`src/rtl/fp_issue_if.sv`:
```
// Handshake bundle between the FP issue sequencer and its opcode source, memory
// fetch unit, execution unit and writeback port.
interface fp_issue_if;
    logic       op_valid_i;
    logic [7:0] op_i;
    logic       op_ready_o;
    logic       mem_req_o;
    logic       mem_ack_i;
    logic       ex_start_o;
    logic [2:0] ex_kind_o;
    logic       ex_done_i;
    logic       wb_valid_o;
    logic       wb_swap_o;
    logic       wb_ready_i;
    logic       illegal_o;
    logic       timeout_o;

    modport slave (
        input  op_valid_i, op_i, mem_ack_i, ex_done_i, wb_ready_i,
        output op_ready_o, mem_req_o, ex_start_o, ex_kind_o, wb_valid_o, wb_swap_o,
               illegal_o, timeout_o
    );

    modport master (
        output op_valid_i, op_i, mem_ack_i, ex_done_i, wb_ready_i,
        input  op_ready_o, mem_req_o, ex_start_o, ex_kind_o, wb_valid_o, wb_swap_o,
               illegal_o, timeout_o
    );
endinterface

```
`src/rtl/fp_issue_seq.sv`:
```
// FP opcode issue sequencer: decodes an opcode, optionally fetches a memory operand,
// runs the execution unit under a watchdog and requests writeback.
module fp_issue_seq #(
    parameter int unsigned TIMEOUT = 64
) (
    input logic        clk,
    input logic        reset,
    fp_issue_if.slave  bus
);

    localparam logic [7:0] TmoLast = 8'(TIMEOUT - 1);

    typedef enum logic [1:0] {StIdle, StFetch, StExec, StWb} state_e;

    state_e     state_q, state_d;
    logic [7:0] wdog_q, wdog_d;
    logic [2:0] kind_q, kind_d;
    logic       start_q, start_d;
    logic       swap_q, swap_d;
    logic       illegal_q, illegal_d;
    logic       timeout_q, timeout_d;

    logic       dec_legal, dec_swap, dec_mem;
    logic [2:0] dec_kind;

    always_comb begin
        dec_legal = 1'b1;
        dec_swap  = 1'b0;
        dec_mem   = 1'b0;
        dec_kind  = 3'd0;
        if (bus.op_i >= 8'd120 && bus.op_i <= 8'd123) begin
            dec_swap = 1'b1;
        end else if (bus.op_i >= 8'd124 && bus.op_i <= 8'd139) begin
            dec_kind = 3'd0;
        end else if (bus.op_i >= 8'd140 && bus.op_i <= 8'd144) begin
            dec_kind = 3'd0;
            dec_mem  = 1'b1;
        end else if (bus.op_i >= 8'd145 && bus.op_i <= 8'd160) begin
            dec_kind = 3'd1;
        end else if (bus.op_i >= 8'd161 && bus.op_i <= 8'd165) begin
            dec_kind = 3'd1;
            dec_mem  = 1'b1;
        end else if (bus.op_i >= 8'd166 && bus.op_i <= 8'd171) begin
            dec_kind = 3'd2;
        end else if (bus.op_i >= 8'd172 && bus.op_i <= 8'd203) begin
            dec_kind = 3'd3;
        end else if (bus.op_i >= 8'd204 && bus.op_i <= 8'd207) begin
            dec_kind = 3'd4;
            dec_mem  = 1'b1;
        end else if (bus.op_i >= 8'd208 && bus.op_i <= 8'd213) begin
            dec_kind = 3'd5;
        end else begin
            dec_legal = 1'b0;
        end
    end

    always_comb begin
        state_d   = state_q;
        wdog_d    = wdog_q;
        kind_d    = kind_q;
        start_d   = 1'b0;
        swap_d    = swap_q;
        illegal_d = 1'b0;
        timeout_d = 1'b0;
        unique case (state_q)
            // op_ready_o is high only here, so op_valid_i alone marks a handshake.
            StIdle: begin
                if (bus.op_valid_i) begin
                    if (!dec_legal) begin
                        illegal_d = 1'b1;
                    end else if (dec_swap) begin
                        state_d = StWb;
                        swap_d  = 1'b1;
                    end else begin
                        kind_d = dec_kind;
                        if (dec_mem) begin
                            state_d = StFetch;
                        end else begin
                            state_d = StExec;
                            wdog_d  = 8'd0;
                            start_d = 1'b1;
                        end
                    end
                end
            end
            StFetch: begin
                if (bus.mem_ack_i) begin
                    state_d = StExec;
                    wdog_d  = 8'd0;
                    start_d = 1'b1;
                end
            end
            StExec: begin
                // Completion takes priority over a watchdog expiry in the same cycle.
                if (bus.ex_done_i) begin
                    state_d = StWb;
                    swap_d  = 1'b0;
                end else if (wdog_q == TmoLast) begin
                    state_d   = StIdle;
                    timeout_d = 1'b1;
                end else begin
                    wdog_d = wdog_q + 8'd1;
                end
            end
            StWb: begin
                if (bus.wb_ready_i) begin
                    state_d = StIdle;
                    swap_d  = 1'b0;
                end
            end
            default: state_d = StIdle;
        endcase
    end

    always_ff @(posedge clk) begin
        if (reset) begin
            state_q   <= StIdle;
            wdog_q    <= 8'd0;
            kind_q    <= 3'd0;
            start_q   <= 1'b0;
            swap_q    <= 1'b0;
            illegal_q <= 1'b0;
            timeout_q <= 1'b0;
        end else begin
            state_q   <= state_d;
            wdog_q    <= wdog_d;
            kind_q    <= kind_d;
            start_q   <= start_d;
            swap_q    <= swap_d;
            illegal_q <= illegal_d;
            timeout_q <= timeout_d;
        end
    end

    assign bus.op_ready_o = (state_q == StIdle);
    assign bus.mem_req_o  = (state_q == StFetch);
    assign bus.wb_valid_o = (state_q == StWb);
    assign bus.ex_start_o = start_q;
    assign bus.ex_kind_o  = kind_q;
    assign bus.wb_swap_o  = swap_q;
    assign bus.illegal_o  = illegal_q;
    assign bus.timeout_o  = timeout_q;

endmodule

```
`src/flat_wrapper.sv`:
```
// flat-port wrapper written by rule: the top's interface ports become plain ports
module fp_issue_seq_flat 
#(
    parameter int unsigned TIMEOUT = 64
)
  (clk, reset, bus_op_valid_i, bus_op_i, bus_mem_ack_i, bus_ex_done_i, bus_wb_ready_i, bus_op_ready_o, bus_mem_req_o, bus_ex_start_o, bus_ex_kind_o, bus_wb_valid_o, bus_wb_swap_o, bus_illegal_o, bus_timeout_o);
  fp_issue_if bus_i ();
  input logic clk;
  input logic reset;
  input wire logic [$bits(bus_i.op_valid_i)-1:0] bus_op_valid_i;
  input wire logic [$bits(bus_i.op_i)-1:0] bus_op_i;
  input wire logic [$bits(bus_i.mem_ack_i)-1:0] bus_mem_ack_i;
  input wire logic [$bits(bus_i.ex_done_i)-1:0] bus_ex_done_i;
  input wire logic [$bits(bus_i.wb_ready_i)-1:0] bus_wb_ready_i;
  output wire logic [$bits(bus_i.op_ready_o)-1:0] bus_op_ready_o;
  output wire logic [$bits(bus_i.mem_req_o)-1:0] bus_mem_req_o;
  output wire logic [$bits(bus_i.ex_start_o)-1:0] bus_ex_start_o;
  output wire logic [$bits(bus_i.ex_kind_o)-1:0] bus_ex_kind_o;
  output wire logic [$bits(bus_i.wb_valid_o)-1:0] bus_wb_valid_o;
  output wire logic [$bits(bus_i.wb_swap_o)-1:0] bus_wb_swap_o;
  output wire logic [$bits(bus_i.illegal_o)-1:0] bus_illegal_o;
  output wire logic [$bits(bus_i.timeout_o)-1:0] bus_timeout_o;
  assign bus_i.op_valid_i = bus_op_valid_i;
  assign bus_i.op_i = bus_op_i;
  assign bus_i.mem_ack_i = bus_mem_ack_i;
  assign bus_i.ex_done_i = bus_ex_done_i;
  assign bus_i.wb_ready_i = bus_wb_ready_i;
  assign bus_op_ready_o = bus_i.op_ready_o;
  assign bus_mem_req_o = bus_i.mem_req_o;
  assign bus_ex_start_o = bus_i.ex_start_o;
  assign bus_ex_kind_o = bus_i.ex_kind_o;
  assign bus_wb_valid_o = bus_i.wb_valid_o;
  assign bus_wb_swap_o = bus_i.wb_swap_o;
  assign bus_illegal_o = bus_i.illegal_o;
  assign bus_timeout_o = bus_i.timeout_o;
  fp_issue_seq #(.TIMEOUT(TIMEOUT)) u_core (.clk(clk), .reset(reset), .bus(bus_i));
endmodule
```
`config.mk`:
```
export PLATFORM = sky130hd
export DESIGN_NAME = fp_issue_seq_flat
export DESIGN_NICKNAME = d
export VERILOG_FILES = /design/src/rtl/fp_issue_if.sv /design/src/rtl/fp_issue_seq.sv /design/src/flat_wrapper.sv
export SDC_FILE = /design/constraint.sdc
export NUM_CORES = 1
export LEC_CHECK = 0
export ABC_AREA = 1
export CAP_MARGIN = 30
export CORE_MARGIN = 1
export CORE_UTILIZATION = 47
export DETAILED_ROUTE_END_ITERATION = 8
export PLACE_DENSITY = 0.78
export SLEW_MARGIN = 20
export SYNTH_ARGS = -nofsm -noshare
export SYNTH_HDL_FRONTEND = slang
export SYNTH_SLANG_ARGS = --single-unit
```
`constraint.sdc`:
```
create_clock -name clk -period 1.7 [get_ports clk]
set_clock_uncertainty 0.1 [all_clocks]
set_input_delay 0.425 -clock clk [delete_from_list [all_inputs] [get_ports clk]]
set_output_delay 0.425 -clock clk [all_outputs]
set_load 0.01 [all_outputs]
```
==> results.tsv, run 1 <==
stage	metric	value	unit
sta	hold_violations	0	
setup_path	start_kind	input pin	
clocking	cts_sinks	17	
setup_path	path_common_cell	nand2_2	
cells_and_area	num-nets-final	295	
synthesis	synth_edf_count	0	
synthesis	postSynthAreaPerCell	6.304	um^2
detailed_routing	vias	1640	
synthesis	yosysTopAreaCell	dfxtp_1	
clocking	clk_pin_slew_worst_paths	110	ps
power_and_ir_drop	powerDensity	1238	nW/um^2
synthesis	async_flop_share	0	
setup_path	reg2reg_depth	9	
setup_path	max_stage_delay	470	ps
clocking	cts_tree	done	
die	die_h	54.95	um
global_route	grt_pass1_wl	5871	um
sta	whs	373.4	ps
detailed_routing	drc_errors	0	
synthesis	synth_top_family_by_area	simple AND/OR/NAND/NOR gates	
cells_and_area	layout_commonest_cell	buf_4	
setup_path	endpoint_kind	flip-flop	
clocking	cts_buffers	3	
power_and_ir_drop	max-vdd-ir-drop	1048	uV
worst_hold_path	whs_path_depth	2	
cells_and_area	final_cell_mix	42 x buf_4, 34 x nand2_1, 27 x nor2_1, 26 x inv_1, 19 x nand2_2	
clocking	cts-root-buf	clkbuf_4	
cells_and_area	syn_to_final_growth	59.54	%
run_status	violations	negative setup slack	
synthesis	yosysWarnings	0	
setup_path	critPathMaxFanout	6	
setup_path	slowest_stage	clkdlybuf4s50_1	
die	core	2567	um^2
global_route	grt_pass1_vias	1412	
synthesis	synth_adder_area_share	0.009497	
clocking	cts_buffer_depth	2	
synthesis	ys.flop_type	dfxtp_1	
setup_path	rrSetupSlack	-60	ps
die	die_area	3019	um^2
sta	fmax	0.5566	GHz
synthesis	ys_ff_latch	17	
cells_and_area	layout-drive-gt1-share	0.4480	
sta	worst_slew_pin_slew	411.2	ps
synthesis	yosysSeqAreaShare	0.2583	
synthesis	synth_area_leaders	dfxtp_1 26%, nand2_1 14%, nor2_1 9.4%	
setup_path	crit_chain	clkdlybuf4s50_1, nand2_1, nand3_1, o21bai_1, inv_1, nand4_4, buf_12, nand2_2, nand2_2, nor2_1	
detailed_routing	ant_nets	0	
setup_path	worstSetupPathType	input pin to flip-flop	
worst_hold_path	hold_end	u_core.bus.ex_kind_o[2]	
synthesis	synth_cells	209	
synthesis	muxShareOfSynthArea	0	
clocking	clk_latency	310	ps
sta	rsz0062_at_grt	yes	
power_and_ir_drop	leakagePower	0.001096	uW
setup_path	cp_top_family	buffers and inverters	
die	start_util	0.5132	
detailed_routing	drt-total-wl	4242	um
setup_path	critPathBufInv	3	
global_route	grt-ovfl-total	0	
setup_path	worstPathArrival	1960	ps
cells_and_area	final_core_util	0.8187	
sta	period_share	1.057	
global_route	antenna_found_initial	0	
worst_hold_path	hp-class	flip-flop to flip-flop	
sta	slew_headroom	0.7229	
setup_path	worstPathRequired	1860	ps
synthesis	synth_simple_gate_area_frac	0.5157	
placed_design	gp_congestion	0.8659	
sta	worst_slack	-96.57	ps
detailed_routing	viasPerCell	5.307	
die	io_pins	24	
detailed_routing	drt_iter0_drc	71	
global_route	track_usage	0.2756	
placed_design	dp_hpwl	2470	um
placed_design	portBuffers	23	
clocking	htreeDepth	1	
synthesis	synth_top_area_share	0.2583	
synthesis	synth-xor-area-share	0.01330	
global_route	grt_start_max_net_pins	11	
synthesis	syn-cell-area	1318	um^2
setup_path	r2r_start	u_core.wdog_q[2]	
worst_hold_path	min_from	u_core.bus.ex_kind_o[2]	
clocking	holdBufCountCts	0	
setup_path	reg2reg_to	u_core.wdog_q[7]	
synthesis	synth_compound_area_frac	0.09117	
sta	fin_crit	1797	ps
run_status	status	finished with violations	
cells_and_area	diodes	0	
detailed_routing	wl_per_cell	13.73	um
synthesis	syn-num-nets	224	
synthesis	synth.distinct_cells	29	
sta	setup_violations	8	
cells_and_area	fillerInstances	153	
detailed_routing	dr.pass1.iters	4	
die	rows	18	
die	dieWidth	54.95	um
sta	drv_slew	0	
job	max-cap-violations	0	
[layer usage]
metal	wire, um	part of all wire	global-route usage
met1	1869	0.44	0.3306
met2	2069	0.49	0.4538
met3	202	0.048	0.05738
met4	102	0.024	0.1542
met5	0	0	0
[final cells by class]
| type | count | area (um^2) | area share |
|---|---|---|---|
| clock inverter | 1 | 5.005 | 0.002381 |
| tap | 30 | 37.54 | 0.01786 |
| clock buffer | 3 | 22.52 | 0.01071 |
| multi-input combinational | 158 | 974.7 | 0.4637 |
| inverter | 32 | 122.6 | 0.05833 |
| sequential | 17 | 347.8 | 0.1655 |
| timing repair buffer | 68 | 591.8 | 0.2815 |
[state kept, by name (all words and copies together), names as in the netlist]
| signal | flops |
|---|---|
| u_core.bus.timeout_o | 1 |
| u_core.bus.ex_start_o | 1 |
| u_core.bus.ex_kind_o | 3 |
| u_core.bus.wb_swap_o | 1 |
| u_core.wdog_q | 8 |
| u_core.state_q | 2 |
| u_core.bus.illegal_o | 1 |
[cells by family after synthesis]
family	Yosys count
XOR/XNOR	2
AND/OR/NAND/NOR	133
adder cells (fa/ha/maj)	1
flip-flops	17
buffers and inverters	34
AO/OA/AOI/OAI	22
[worst register-to-register path, delay by kind of cell (launching register included)]
kind                   cells  cell delay [ps]
buffers and inverters      2              260
AO/OA/AOI/OAI              1               80
flip-flops                 1              400
AND/OR/NAND/NOR            6              880
[cells in the mapped netlist (2+ instances only)]
master / count
nand2_1: 48
nor2_1: 33
inv_1: 28
dfxtp_1: 17
nor2_2: 13
nand3_1: 9
a21oi_1: 8
nand4_1: 8
o21ai_0: 8
nand2_2: 6
nor3_1: 5
inv_2: 4
nand2_4: 3
nand3_2: 2
nor2_4: 2
o21ai_1: 2
[per-stage QoR]
step	setup slack, ps	TNS (ps)	instances	cell area, um^2	total power (uW)
final	-96.57	-520.3	309	2102	2602
after detailed placement	-700.5	-10320	293	1858	2036
after floorplan	-6.828	-13.37	209	1345	1503
after global placement	-658.6	-9847	293	1858	2006
after CTS	-5.721	-13.99	307	1997	2433
after global routing	-148.8	-1112	309	2102	2788
[power breakdown]
part	internal [uW]	switching, uW	total, uW
Combinational	807	915	1720
Clock	88.1	147	235
Sequential	532	113	645
Total	1430	1170	2600
[repair_timing]
action	4_1_cts	5_1_grt
pin swaps	21	13
endpoints found under the setup margin	20	23
endpoints found under the hold margin	0	0
gates resized for setup	58	33
cloned	1	0
buffers inserted	9	2
[how the worst max path moves through the flow]
stage,to,from,cells after the start
2_1_floorplan,u_core.wdog_q[7],bus_op_i[4],13
3_3_place_gp,u_core.wdog_q[6],bus_op_i[4],13
3_5_place_dp,u_core.wdog_q[5],bus_op_i[5],11
4_1_cts,u_core.wdog_q[4],u_core.wdog_q[1],11
5_1_grt,u_core.wdog_q[3],u_core.wdog_q[0],11
6_report,u_core.wdog_q[3],bus_ex_done_i,10
No activity file was read; power rests on OpenSTA's default activity.
==> inputs of run 2 (changes only) <==
- CORE_UTILIZATION: 47 -> 44
- PLACE_DENSITY: 0.78 -> 0.74
==> run 2 against run 1 <==
Effect of this change:
- the flow finishes with violations (design-rule violations, negative setup slack)
- critical endpoint is now u_core.wdog_q[2]
- critical path depth is 1 higher
- via count is 4.7% lower
- die area grew 6.6%
- clock-buffer cell count unchanged
- sequential power hardly changed
- fmax rose by 4.1%
- register-to-register slack gained 30 ps
==> results.tsv, run 2 (synthesized netlist as in run 1, its figures left out) <==
stage	metric	value	unit	change
run_status	status	finished with violations		
cells_and_area	layout_commonest_cell	buf_4		
power_and_ir_drop	max-vdd-ir-drop	638.5	uV	-39%
clocking	cts_sinks	17		unchanged
power_and_ir_drop	powerDensity	1258	nW/um^2	+1.6%
sta	period_share	1.015		-0.04204
clocking	htreeDepth	1		unchanged
detailed_routing	wl_per_cell	12.17	um	-11%
die	core	2805	um^2	+9.3%
detailed_routing	vias	1563		-4.7%
cells_and_area	regMostFlops	u_core.wdog_q		
die	io_pins	24		unchanged
cells_and_area	syn_to_final_growth	57.55	%	
die	start_util	0.4697		-0.04349
cells_and_area	postLayoutCellArea	2076	um^2	-1.3%
power_and_ir_drop	leakagePower	0.001044	uW	-4.8%
detailed_routing	dr.pass1.iters	7		+3
detailed_routing	drt-total-wl	3676	um	-13%
worst_hold_path	whs_path_depth	2		unchanged
clocking	clk_latency	300	ps	about the same
clocking	holdBufCountCts	0		unchanged
setup_path	worstSetupPathType	flip-flop to flip-flop		
setup_path	worstPathRequired	1810	ps	-50 ps
detailed_routing	ant_nets	0		unchanged
global_route	grt_start_max_net_pins	11		unchanged
global_route	antenna_found_initial	0		unchanged
setup_path	worstPathArrival	1840	ps	-120 ps
sta	setup_violations	9		+1
sta	fmax	0.5797	GHz	+4.1%
sta	worst_slack	-25.11	ps	+71.46 ps
run_status	violations	design-rule violations, negative setup slack		
sta	slew_headroom	0.7271		+0.004129
detailed_routing	drc_errors	4		+4
setup_path	critPathMaxFanout	8		+2
cells_and_area	num-nets-final	287		-2.7%
sta	hold_violations	0		unchanged
sta	fin_crit	1725	ps	-71.46 ps
die	die_h	56.72	um	+3.2%
worst_hold_path	hp-class	flip-flop to flip-flop		
setup_path	endpoint_kind	flip-flop		
cells_and_area	fillerInstances	207		+35%
cells_and_area	diodes	0		unchanged
global_route	grt_pass1_wl	6210	um	+5.8%
die	rows	19		+1
clocking	cts-root-buf	clkbuf_4		
detailed_routing	viasPerCell	5.175		-2.5%
clocking	clk_pin_slew_worst_paths	120	ps	about the same
die	die_area	3217	um^2	+6.6%
die	dieWidth	56.72	um	+3.2%
placed_design	portBuffers	23		unchanged
detailed_routing	drt_iter0_drc	78		+9.9%
cells_and_area	final_cell_mix	33 x buf_4, 30 x nand2_1, 26 x inv_1, 24 x nor2_1, 22 x nand2_2		
global_route	grt-ovfl-total	0		unchanged
sta	rsz0062_at_grt	yes		
placed_design	dp_hpwl	2381	um	-3.6%
cells_and_area	layout-drive-gt1-share	0.4539		+0.005846
placed_design	place_area	1822	um^2	-2.0%
setup_path	start_kind	flip-flop		
sta	setup_tns	-125.7	ps	+394.6 ps
sta	worst_slew_pin_slew	405.1	ps	-6.129 ps
clocking	cts_buffer_depth	2		unchanged
global_route	track_usage	0.2409		-0.03462
clocking	cts_buffers	3		unchanged
job	max-cap-violations	0		unchanged
cells_and_area	largest_reg_flops	8		unchanged
setup_path	reg2reg_depth	11		+2
clocking	cts_tree	done		
sta	drv_slew	0		unchanged
global_route	grt_pass1_vias	1520		+7.6%
placed_design	gp_congestion	0.8700		+0.47%
## run 2: cell types whose count changed in the layout (fill, tap and decap cells not counted), moves of 2 or more
cell,before,now
buf_2,3,6
buf_4,42,33
clkbuf_2,2,0
clkbuf_4,6,3
clkdlybuf4s15_1,0,2
clkdlybuf4s50_1,4,7
dlymetal6s2s_1,6,4
nand2_1,34,30
nand2_2,19,22
nor2_1,27,24
nor2_2,13,15
## run 2: area by class of cell
cell class / count / area [um^2] / share of cell area
clock inverter: 1 / 5.005 / 0.002411
sequential: 17 / 347.8 / 0.1676
tap: 31 / 38.79 / 0.01869
multi-input combinational: 158 / 1005 / 0.4840
timing repair buffer: 60 / 534.3 / 0.2574
clock buffer: 3 / 22.52 / 0.01085
inverter: 32 / 122.6 / 0.05907
## run 2: layer usage
layer	wire length, um	global-route usage	share of wire
met5	0	0	0
met4	68	0.1071	0.018
met3	149	0.02535	0.041
met2	1895	0.4252	0.52
met1	1562	0.2917	0.42
## run 2: path summary, 6_finish.rpt
kind	slack, ps	startpoint	to
worst max-delay path	-30	u_core.wdog_q[0]	u_core.wdog_q[2]
worst min-delay path	380	u_core.bus.wb_swap_o	u_core.bus.wb_swap_o
worst max register to register	-30	u_core.wdog_q[0]	u_core.wdog_q[2]
worst min register to register	380	u_core.bus.wb_swap_o	u_core.bus.wb_swap_o
## run 2: report_power, final
part | internal (uW) | leakage, uW | switching (uW) | total [uW]
Sequential | 532 | 0.000141 | 113 | 645
Combinational | 805 | 0.000885 | 933 | 1740
Clock | 87.5 | 0.0000177 | 140 | 228
## run 2: critical path: stages, from the launching register on
cell and delay (ps):
dfxtp_2 370, ha_4 150, nand3_4 100, nor2_4 100
nand4_1 120, o21bai_1 170, inv_1 90, nand4_4 140
buf_12 160, nand2_4 50, nand2_2 50, nor2_2 40
## run 2: stage by stage
stage | util | hold slack, ps | setup slack (ps) | power [uW] | cells
5_1_grt | 0.7400 | 399.2 | -123.8 | 2800 | 302
3_5_place_dp | 0.6494 | 363.3 | -731.2 | 2007 | 289
4_1_cts | 0.7043 | 380.4 | -18.30 | 2448 | 299
2_1_floorplan | - | 383.1 | -6.828 | 1503 | 209
6_report | 0.7400 | 377.2 | -25.11 | 2611 | 302
3_3_place_gp | 0.6494 | 358.2 | -691.2 | 1981 | 289
## run 2: repair_timing
item,in CTS,in global routing
setup buffers,5,3
setup endpoints to repair,20,19
cloned,1,0
pin swaps,18,10
resized for setup,63,26
hold endpoints to repair,0,0
==> inputs of run 3 (changes only) <==
- CTS_CLUSTER_SIZE: unset -> 24
==> results of run 3 <==
Final layout, timing and power as in run 2 (identical DEF).
